--- src/rtl/alu_share_arbiter_if.sv ---
// Request/response bundle between NUM_REQ clients and the shared ALU arbiter.
// The master side belongs to the clients; the slave side belongs to the arbiter.
interface alu_share_arbiter_if #(
  parameter int NUM_REQ = 4,
  parameter int WIDTH   = 8,
  parameter int IDW     = 2
);

  logic [NUM_REQ-1:0]       req_valid;
  logic [NUM_REQ-1:0]       req_ready;
  logic [2*NUM_REQ-1:0]     req_op;
  logic [WIDTH*NUM_REQ-1:0] req_a;
  logic [WIDTH*NUM_REQ-1:0] req_b;
  logic                     rsp_valid;
  logic                     rsp_ready;
  logic [IDW-1:0]           rsp_id;
  logic [WIDTH-1:0]         rsp_data;

  modport master (
    output req_valid, req_op, req_a, req_b, rsp_ready,
    input  req_ready, rsp_valid, rsp_id, rsp_data
  );

  modport slave (
    input  req_valid, req_op, req_a, req_b, rsp_ready,
    output req_ready, rsp_valid, rsp_id, rsp_data
  );

endinterface

--- src/rtl/alu_share_arbiter.sv ---
// One registered AND/OR/ADD/SUB unit time-shared by NUM_REQ clients.
// A round-robin arbiter picks a winner in IDLE; the FSM then runs EXEC and RESP.
module alu_share_arbiter #(
  parameter int NUM_REQ = 4,
  parameter int WIDTH   = 8,
  parameter int IDW     = $clog2(NUM_REQ)
) (
  input  logic                  clk,
  input  logic                  rst_n,
  alu_share_arbiter_if.slave    bus,
  output logic                  busy
);

  typedef enum logic [1:0] {
    S_IDLE = 2'd0,
    S_EXEC = 2'd1,
    S_RESP = 2'd2
  } state_e;

  typedef enum logic [1:0] {
    OP_AND = 2'b00,
    OP_OR  = 2'b01,
    OP_ADD = 2'b10,
    OP_SUB = 2'b11
  } op_e;

  state_e           state_q, state_d;
  logic [IDW-1:0]   last_grant_q, last_grant_d;
  logic [IDW-1:0]   id_q, id_d;
  op_e              op_q, op_d;
  logic [WIDTH-1:0] a_q, a_d;
  logic [WIDTH-1:0] b_q, b_d;
  logic             rsp_valid_q, rsp_valid_d;
  logic [IDW-1:0]   rsp_id_q, rsp_id_d;
  logic [WIDTH-1:0] rsp_data_q, rsp_data_d;

  logic             grant_valid;
  logic [IDW-1:0]   grant_id;
  op_e              grant_op;
  logic [WIDTH-1:0] grant_a;
  logic [WIDTH-1:0] grant_b;
  logic [NUM_REQ-1:0] req_ready;
  logic [WIDTH-1:0] alu_result;

  // Candidate k of the rotating search: starts just after the last winner.
  function automatic int rr_index(input logic [IDW-1:0] base, input int k);
    return (int'(base) + 1 + k) % NUM_REQ;
  endfunction

  // NOTE: every signal written in an always_comb gets a default at the top,
  // so no path through the block leaves it unassigned and no latch is inferred.
  always_comb begin
    grant_valid = 1'b0;
    grant_id    = '0;
    grant_op    = OP_AND;
    grant_a     = '0;
    grant_b     = '0;
    for (int k = 0; k < NUM_REQ; k++) begin
      if (!grant_valid && bus.req_valid[rr_index(last_grant_q, k)]) begin
        grant_valid = 1'b1;
        grant_id    = IDW'(rr_index(last_grant_q, k));
        grant_op    = op_e'(bus.req_op[2*rr_index(last_grant_q, k) +: 2]);
        grant_a     = bus.req_a[WIDTH*rr_index(last_grant_q, k) +: WIDTH];
        grant_b     = bus.req_b[WIDTH*rr_index(last_grant_q, k) +: WIDTH];
      end
    end
  end

  // Carry and borrow fall off the top: results wrap modulo 2^WIDTH.
  always_comb begin
    alu_result = '0;
    case (op_q)
      OP_AND:  alu_result = a_q & b_q;
      OP_OR:   alu_result = a_q | b_q;
      OP_ADD:  alu_result = a_q + b_q;
      OP_SUB:  alu_result = a_q - b_q;
      default: alu_result = '0;
    endcase
  end

  always_comb begin
    state_d      = state_q;
    last_grant_d = last_grant_q;
    id_d         = id_q;
    op_d         = op_q;
    a_d          = a_q;
    b_d          = b_q;
    rsp_valid_d  = rsp_valid_q;
    rsp_id_d     = rsp_id_q;
    rsp_data_d   = rsp_data_q;
    req_ready    = '0;

    case (state_q)
      S_IDLE: begin
        if (grant_valid) begin
          req_ready    = NUM_REQ'(1) << grant_id;
          id_d         = grant_id;
          last_grant_d = grant_id;
          op_d         = grant_op;
          a_d          = grant_a;
          b_d          = grant_b;
          state_d      = S_EXEC;
        end
      end
      S_EXEC: begin
        rsp_data_d  = alu_result;
        rsp_id_d    = id_q;
        rsp_valid_d = 1'b1;
        state_d     = S_RESP;
      end
      S_RESP: begin
        // Response fields hold until the consumer takes them; id/data keep their last value.
        if (bus.rsp_ready) begin
          rsp_valid_d = 1'b0;
          state_d     = S_IDLE;
        end
      end
      default: state_d = S_IDLE;
    endcase
  end

  // NOTE: sequential state uses non-blocking assignments so every flop samples
  // the pre-edge value of its inputs, independent of statement order.
  always_ff @(posedge clk or negedge rst_n) begin
    if (!rst_n) begin
      state_q      <= S_IDLE;
      last_grant_q <= IDW'(NUM_REQ - 1);
      id_q         <= '0;
      op_q         <= OP_AND;
      a_q          <= '0;
      b_q          <= '0;
      rsp_valid_q  <= 1'b0;
      rsp_id_q     <= '0;
      rsp_data_q   <= '0;
    end else begin
      state_q      <= state_d;
      last_grant_q <= last_grant_d;
      id_q         <= id_d;
      op_q         <= op_d;
      a_q          <= a_d;
      b_q          <= b_d;
      rsp_valid_q  <= rsp_valid_d;
      rsp_id_q     <= rsp_id_d;
      rsp_data_q   <= rsp_data_d;
    end
  end

  assign bus.req_ready = req_ready;
  assign bus.rsp_valid = rsp_valid_q;
  assign bus.rsp_id    = rsp_id_q;
  assign bus.rsp_data  = rsp_data_q;
  assign busy          = (state_q != S_IDLE);

endmodule

--- src/flat_wrapper.sv ---
// flat-port wrapper written by rule: the top's interface ports become plain ports
module alu_share_arbiter_flat 
#(
  parameter int NUM_REQ = 4,
  parameter int WIDTH   = 8,
  parameter int IDW     = $clog2(NUM_REQ)
)
  (clk, rst_n, busy, bus_req_valid, bus_req_op, bus_req_a, bus_req_b, bus_rsp_ready, bus_req_ready, bus_rsp_valid, bus_rsp_id, bus_rsp_data);
  alu_share_arbiter_if #(.NUM_REQ(NUM_REQ), .WIDTH(WIDTH), .IDW(IDW)) bus_i ();
  input  logic clk;
  input  logic rst_n;
  output logic busy;
  input wire logic [$bits(bus_i.req_valid)-1:0] bus_req_valid;
  input wire logic [$bits(bus_i.req_op)-1:0] bus_req_op;
  input wire logic [$bits(bus_i.req_a)-1:0] bus_req_a;
  input wire logic [$bits(bus_i.req_b)-1:0] bus_req_b;
  input wire logic [$bits(bus_i.rsp_ready)-1:0] bus_rsp_ready;
  output wire logic [$bits(bus_i.req_ready)-1:0] bus_req_ready;
  output wire logic [$bits(bus_i.rsp_valid)-1:0] bus_rsp_valid;
  output wire logic [$bits(bus_i.rsp_id)-1:0] bus_rsp_id;
  output wire logic [$bits(bus_i.rsp_data)-1:0] bus_rsp_data;
  assign bus_i.req_valid = bus_req_valid;
  assign bus_i.req_op = bus_req_op;
  assign bus_i.req_a = bus_req_a;
  assign bus_i.req_b = bus_req_b;
  assign bus_i.rsp_ready = bus_rsp_ready;
  assign bus_req_ready = bus_i.req_ready;
  assign bus_rsp_valid = bus_i.rsp_valid;
  assign bus_rsp_id = bus_i.rsp_id;
  assign bus_rsp_data = bus_i.rsp_data;
  alu_share_arbiter #(.NUM_REQ(NUM_REQ), .WIDTH(WIDTH), .IDW(IDW)) u_core (.clk(clk), .rst_n(rst_n), .bus(bus_i), .busy(busy));
endmodule
--- config.mk ---
export PLATFORM = sky130hd
export DESIGN_NAME = alu_share_arbiter_flat
export DESIGN_NICKNAME = d
export VERILOG_FILES = /design/src/rtl/alu_share_arbiter_if.sv /design/src/rtl/alu_share_arbiter.sv /design/src/flat_wrapper.sv
export SDC_FILE = /design/constraint.sdc
export NUM_CORES = 1
export LEC_CHECK = 0
export BUFFER_PORTS_ARGS = -buffer_cell sky130_fd_sc_hd__buf_4
export CORE_ASPECT_RATIO = 0.9
export CORE_UTILIZATION = 30
export CTS_CLUSTER_DIAMETER = 100
export CTS_CLUSTER_SIZE = 20
export DETAILED_ROUTE_END_ITERATION = 7
export PLACE_DENSITY_LB_ADDON = 0.08
export SLEW_MARGIN = 40
export SYNTH_ARGS = -nofsm -noshare
export SYNTH_HDL_FRONTEND = slang
export SYNTH_SLANG_ARGS = --single-unit
export TNS_END_PERCENT = 20
--- constraint.sdc ---
create_clock -name clk -period 2.6 [get_ports clk]
set_input_delay 0 -clock clk [delete_from_list [all_inputs] [get_ports clk]]
set_output_delay 0 -clock clk [all_outputs]
set_load 0.05 [all_outputs]
* Yosys cells after proc, flatten, opt, wreduce, memory -nomap -nowiden
Index checks and enable logic that the tools add are counted.
** Storage, ports and cells
- Output and inout bits :: 16
- Bits in registers :: 35
- Input port bits :: 79
** Cells by class
- Magnitude comparators :: 4
- Reduce and logical (&&, ||, !) cells :: 17
- Bitwise logic cells :: 6
- Add/sub/neg operators :: 6
- Shifts and indexed selects :: 13
- Muxes and demuxes :: 40
- Eq/ne operators :: 7
** Operators by type and width (count)
- 32-bit by 6-bit indexed part select with 8-bit output :: 8
- 32-bit by 3-bit adder with 32-bit output, second input constant :: 2
- 8-bit two-way mux :: 8
- 32-bit by 2-bit adder with 32-bit output, second input constant :: 1
- 8-bit case mux with 4 select lines :: 1
- 8-bit by 4-bit indexed part select with 2-bit output :: 4
- 2-bit two-way mux :: 10
- 3-bit by 4-bit < comparator with 1-bit output, second input constant :: 4
- 1-bit two-way mux :: 13
- 8-bit adder :: 1
- 8-bit bitwise AND :: 1
- 1-bit binary-select mux with 2-bit select :: 4
- 4-bit two-way mux :: 2
- 8-bit bitwise OR :: 1
- 2-bit OR reduction :: 4
- 8-bit subtractor :: 1
- 2-bit == test, second input constant :: 3
- 2-bit case mux with 3 select lines :: 1
- 2-bit AND reduction :: 3
- 2-bit by 1-bit == test with 1-bit output, second input constant :: 2
- 2-bit logical NOT :: 2
- 2-bit nonzero test :: 2
- 1-bit by 2-bit left shift with 4-bit output, first input constant :: 1
- 2-bit by 1-bit adder with 3-bit output, second input constant :: 1
- other kinds (7) :: 13

* Logic depth before layout (Yosys ltp)
- Depth after elaboration :: 19
- Gate-level depth with buffers :: 12
- Gate-level depth less buffers :: 12

* Worst setup path after synthesis
Ideal clock, no wire load.
- Kind :: register to output
- From :: register u_core.state_q[1]
- To :: output bus_req_ready[0]
- Path slack :: -0.352 ns
- Cell stages (with the launch flop) :: 8
- Arrival :: 2.952 ns
- Path buffers :: 2
- Path through :: dfrtp_1 -> or2_2 -> a21o_1 -> buf_2 -> inv_1 -> clkbuf_1 -> nand2_1 -> nor4_1
** On the way
- Word-level cells in the longest chain between the ends :: 2
** RTL lines
- start: declaration :: RTL line alu_share_arbiter.sv:27 : state_e state_q, state_d;
- start signal: assignment :: RTL line alu_share_arbiter.sv:136 : state_q <= state_d;
- 2-bit logical NOT :: RTL line alu_share_arbiter.sv:93 : case (state_q)
- 4-bit two-way mux :: RTL line alu_share_arbiter.sv:93
- end: declaration :: RTL line flat_wrapper.sv:18 : output wire logic [$bits(bus_i.req_ready)-1:0] bus_req_ready;
No other way between the ends.

* Worst setup path after layout
- From :: register u_core.last_grant_q[1]
- To :: register u_core.op_q[1]
** On the way
- Word-level cells in the longest chain between the ends :: 15
** RTL lines
- start: declaration :: RTL line alu_share_arbiter.sv:28 : logic [IDW-1:0] last_grant_q, last_grant_d;
- start signal: assignment :: RTL line alu_share_arbiter.sv:127 : last_grant_q <= IDW'(NUM_REQ - 1);
- start signal: assignment :: RTL line alu_share_arbiter.sv:137 : last_grant_q <= last_grant_d;
- 2-bit by 1-bit adder with 3-bit output * :: RTL line alu_share_arbiter.sv:47 : return (int'(base) + 1 + k) % NUM_REQ;
- parallel branches: the longest is 14 deep, another holds 32-bit by 2-bit adder with 32-bit output
- end signal: assignment :: RTL line alu_share_arbiter.sv:139 : op_q <= op_d;
- end: declaration :: RTL line alu_share_arbiter.sv:30 : op_e op_q, op_d;
Mark *: on every way between the ends. The select of a mux whose other input is x is not followed.
A chain may end at the register's enable or synchronous reset.

==> flow_metrics.py <==
metrics = {
    "routing": {
        "drtIter0Drc": 423,
        "dr.pass1.iters": 8,
        "wl_per_cell_um": 19.8,
        "drt_wl_total_mm": 16.7,
        "vias": 4816,
        "drc": 0,
        "ant_nets": 0,
        "vias_per_cell": 5.71,
    },
    "clock_network": {
        "h-tree-depth": 2,
        "cts_setup_buffers": 0,
        "clkTransAtPathRegs_ns": 0.06,
        "cts.sinks": 35,
        "cts_buffers": 5,
        "cts_tree": "built",
        "clockBufferDepth": 2,
        "clockRootBuffer": "clkbuf_16",
        "insertion_delay_ns": 0.27,
    },
    "timing": {
        "relSlewSlack": 0.532,
        "setup_viol": 0,
        "max_freq_mhz": 412,
        "finalMaxSlewViolations": 0,
        "post-route-min-period_ns": 2.43,
        "fin_ws_ns": 0.173,
        "hold_viol": 0,
        "rsz0062_at_grt": "false",
        "tightest_slew_ns": 0.701,
        "min_period_over_period": 0.933,
        "skew_ns": 0.00193,
        "hold_ws_ns": 0.238,
    },
    "final_layout": {
        "syn2layout_area_growth_pct": 23.1,
        "multi_input_area_mm2": 0.00329,
        "final_cells": 844,
        "diodes": 0,
        "seq_area_um2": 883,
        "drive_gt1_frac": 0.252,
        "n_fill_cell": 1521,
        "fin_nets": 735,
    },
    "synth": {
        "synth_edf_count": 0,
        "yosys_warnings": 0,
        "yosysTopAreaCellShare": 0.181,
        "synthMostInstantiatedCell": "nand2_1",
        "synth.cell_area_mm2": 0.00456,
        "synthArstFlopShare": 1.00,
        "synth_commonest_cells": "nand2_1, mux2i_1, a21oi_1",
        "netlist_instances": 568,
        "syn_nets": 658,
        "ys_ff_latch": 35,
        "avgSynthCellArea_um2": 8.03,
        "yosys.area.top_type": "dfrtp_1",
        "synth_cell_types": 57,
        "synth_area_leaders": "dfrtp_1, mux2i_1, nand2_1",
        "synthFlopType": "dfrtp_1",
        "yosysSeqAreaShare": 0.192,
    },
    "pwr": {
        "power.switching_mw": 3.51,
        "power.leakage_nw": 2.60,
        "power_frac_seq": 0.168,
        "vdd_drop_max_v": 0.000498,
        "p_int_mw": 3.65,
        "power.density_mw_per_mm2": 1270,
        "total_power_mw": 7.16,
        "pwr-share-comb": 0.734,
        "clkPwrFrac": 0.099,
        "p_sw_frac": 0.491,
    },
    "die": {
        "rows": 42,
        "io_pins": 95,
        "dieWidth_um": 132,
        "coreArea_mm2": 0.0148,
        "die_y_um": 119,
        "initial_core_util": 0.309,
        "dieArea_mm2": 0.0157,
    },
    "global_route": {
        "grt-ovfl-total": 0,
        "antenna_found_initial": 0,
        "grt_max_degree": 57,
        "grt_pass1_wl_mm": 26.5,
        "grt.total_usage": 0.213,
        "grt_pass1_vias": 4679,
    },
    "run_status": {
        "outcome": "completed",
    },
    "setup_path": {
        "worstPathCellList": "buf_4 -> nor4_1 -> a31oi_1 -> nor2b_1 -> buf_4 -> a222oi_1 -> a221o_1",
        "critPathBufInv": 2,
        "cp-end-kind": "flop",
        "crit_top_cell": "buf_4",
        "cpLargestDelayFamily": "simple AND/OR/NAND/NOR gates",
        "cp-start-kind": "flop",
        "crit_required_ns": 2.76,
        "worstPathArrival_ns": 2.58,
        "slowest_delay_ns": 0.51,
        "path_class": "reg2reg",
        "ff2ff_setup_slack_ns": 0.17,
        "crit_slowest_cell": "dfstp_4",
        "cp_max_fo": 16,
    },
    "placement": {
        "port_buffers": 94,
        "place_inst": 834,
        "pre_cts_ws_ns": 0.113,
        "place.gp.congestion": 0.792,
        "place_hpwl_mm": 11.8,
    },
    "job": {
        "drv_cap": 0,
    },
    "min_path": {
        "hold_path.class": "in2async",
    },
}
[cell usage in the layout (no fill, tap or decap), types with 3 or more instances in the layout]
cell,n
buf_4,120
nand2_1,95
mux2i_1,74
a21oi_1,37
o21ai_0,34
dfrtp_1,32
nor2_1,19
a221o_1,19
a22oi_1,18
a222oi_1,18
and3_1,18
nand3_1,17
a31o_1,15
ha_1,10
a221oi_1,9
xnor2_1,8
nor3_1,8
a221oi_2,8
inv_1,7
xor2_1,5
nand2b_1,5
a21o_1,5
clkbuf_16,5
nor2b_1,4
inv_2,3
and3b_1,3
a31oi_1,3
a31o_2,3
[per-layer routing]
layer  global-route usage  vias up  share of wire
met1                0.317     2318           0.51
met4               0.0400        0         0.0096
met3               0.0226       10          0.052
met2                0.330      172           0.43
li1                     -     2316              -
met5                    0        -              0
[stage by stage]
| step | area, µm² | setup TNS (ns) | util |
|---|---|---|---|
| final | 5620 | 0 | 0.381 |
| after global routing | 5620 | 0 | 0.381 |
| after CTS | 5610 | 0 | 0.380 |
| after detailed placement | 5420 | 0 | 0.367 |
| after global placement | 5390 | 0 | 0.365 |
| after floorplan | 4570 | -0.0153 | - |
[cells by family after synthesis]
group / after synthesis / synth area share
DFF: 35 / 0.192
muxes: 75 / 0.166
and+or+nand+nor: 188 / 0.198
AOI/OAI and AO/OA: 179 / 0.296
adders and majority gates: 12 / 0.0340
xor gates and xnor gates: 13 / 0.0250
buffers and inverters: 66 / 0.0888
[path summary, 6_finish.rpt]
check | end | depth (start not counted) | from
worst max-delay path | u_core.op_q[1]$_DFFE_PN0P_ | 7 | u_core.last_grant_q[1]$_DFFE_PN1P_
worst min-delay path | u_core.state_q[1]$_DFFE_PN0P_ | 2 | rst_n
worst max register to register | u_core.op_q[1]$_DFFE_PN0P_ | 7 | u_core.last_grant_q[1]$_DFFE_PN1P_
worst min register to register | u_core.bus.rsp_id[1]$_DFFE_PN0P_ | 2 | u_core.bus.rsp_id[1]$_DFFE_PN0P_
max in group asynchronous | u_core.b_q[0]$_DFFE_PN0P_ | 2 | rst_n
min in group clk | u_core.a_q[1]$_DFFE_PN0P_ | 5 | bus_req_a[1]
[area by class of cell]
| class | count | area share |
|---|---|---|
| Multi-Input combinational cell | 467 | 0.586 |
| Timing Repair Buffer | 126 | 0.175 |
| Sequential cell | 35 | 0.157 |
| Tap cell | 198 | 0.0441 |
| Clock buffer | 6 | 0.0247 |
| Inverter | 10 | 0.00668 |
| Clock inverter | 2 | 0.00623 |
[flip-flops by register name (all words and copies together), names as in the netlist]
signal / cells
u_core.bus.rsp_id: 2
u_core.a_q: 8
u_core.op_q: 2
u_core.bus.rsp_data: 8
u_core.state_q: 2
u_core.id_q: 2
u_core.last_grant_q: 2
u_core.b_q: 8
u_core.bus.rsp_valid: 1
[timing repair]
item,in CTS,in global routing
endpoints found under the setup margin,0,1
hold endpoints to repair,34,0
hold buffers,2,0
gates resized for setup,0,4
[power groups by stage]
stage / logic [mW] / clock network (mW) / registers [mW]
2_1_floorplan: 3.80 / 0 / 1.30
3_3_place_gp: 5.14 / 0 / 1.20
3_5_place_dp: 5.19 / 0 / 1.21
4_1_cts: 5.22 / 0.725 / 1.20
5_1_grt: 5.76 / 0.736 / 1.25
6_report: 5.25 / 0.706 / 1.20
Power figures use the tool's default switching activity.
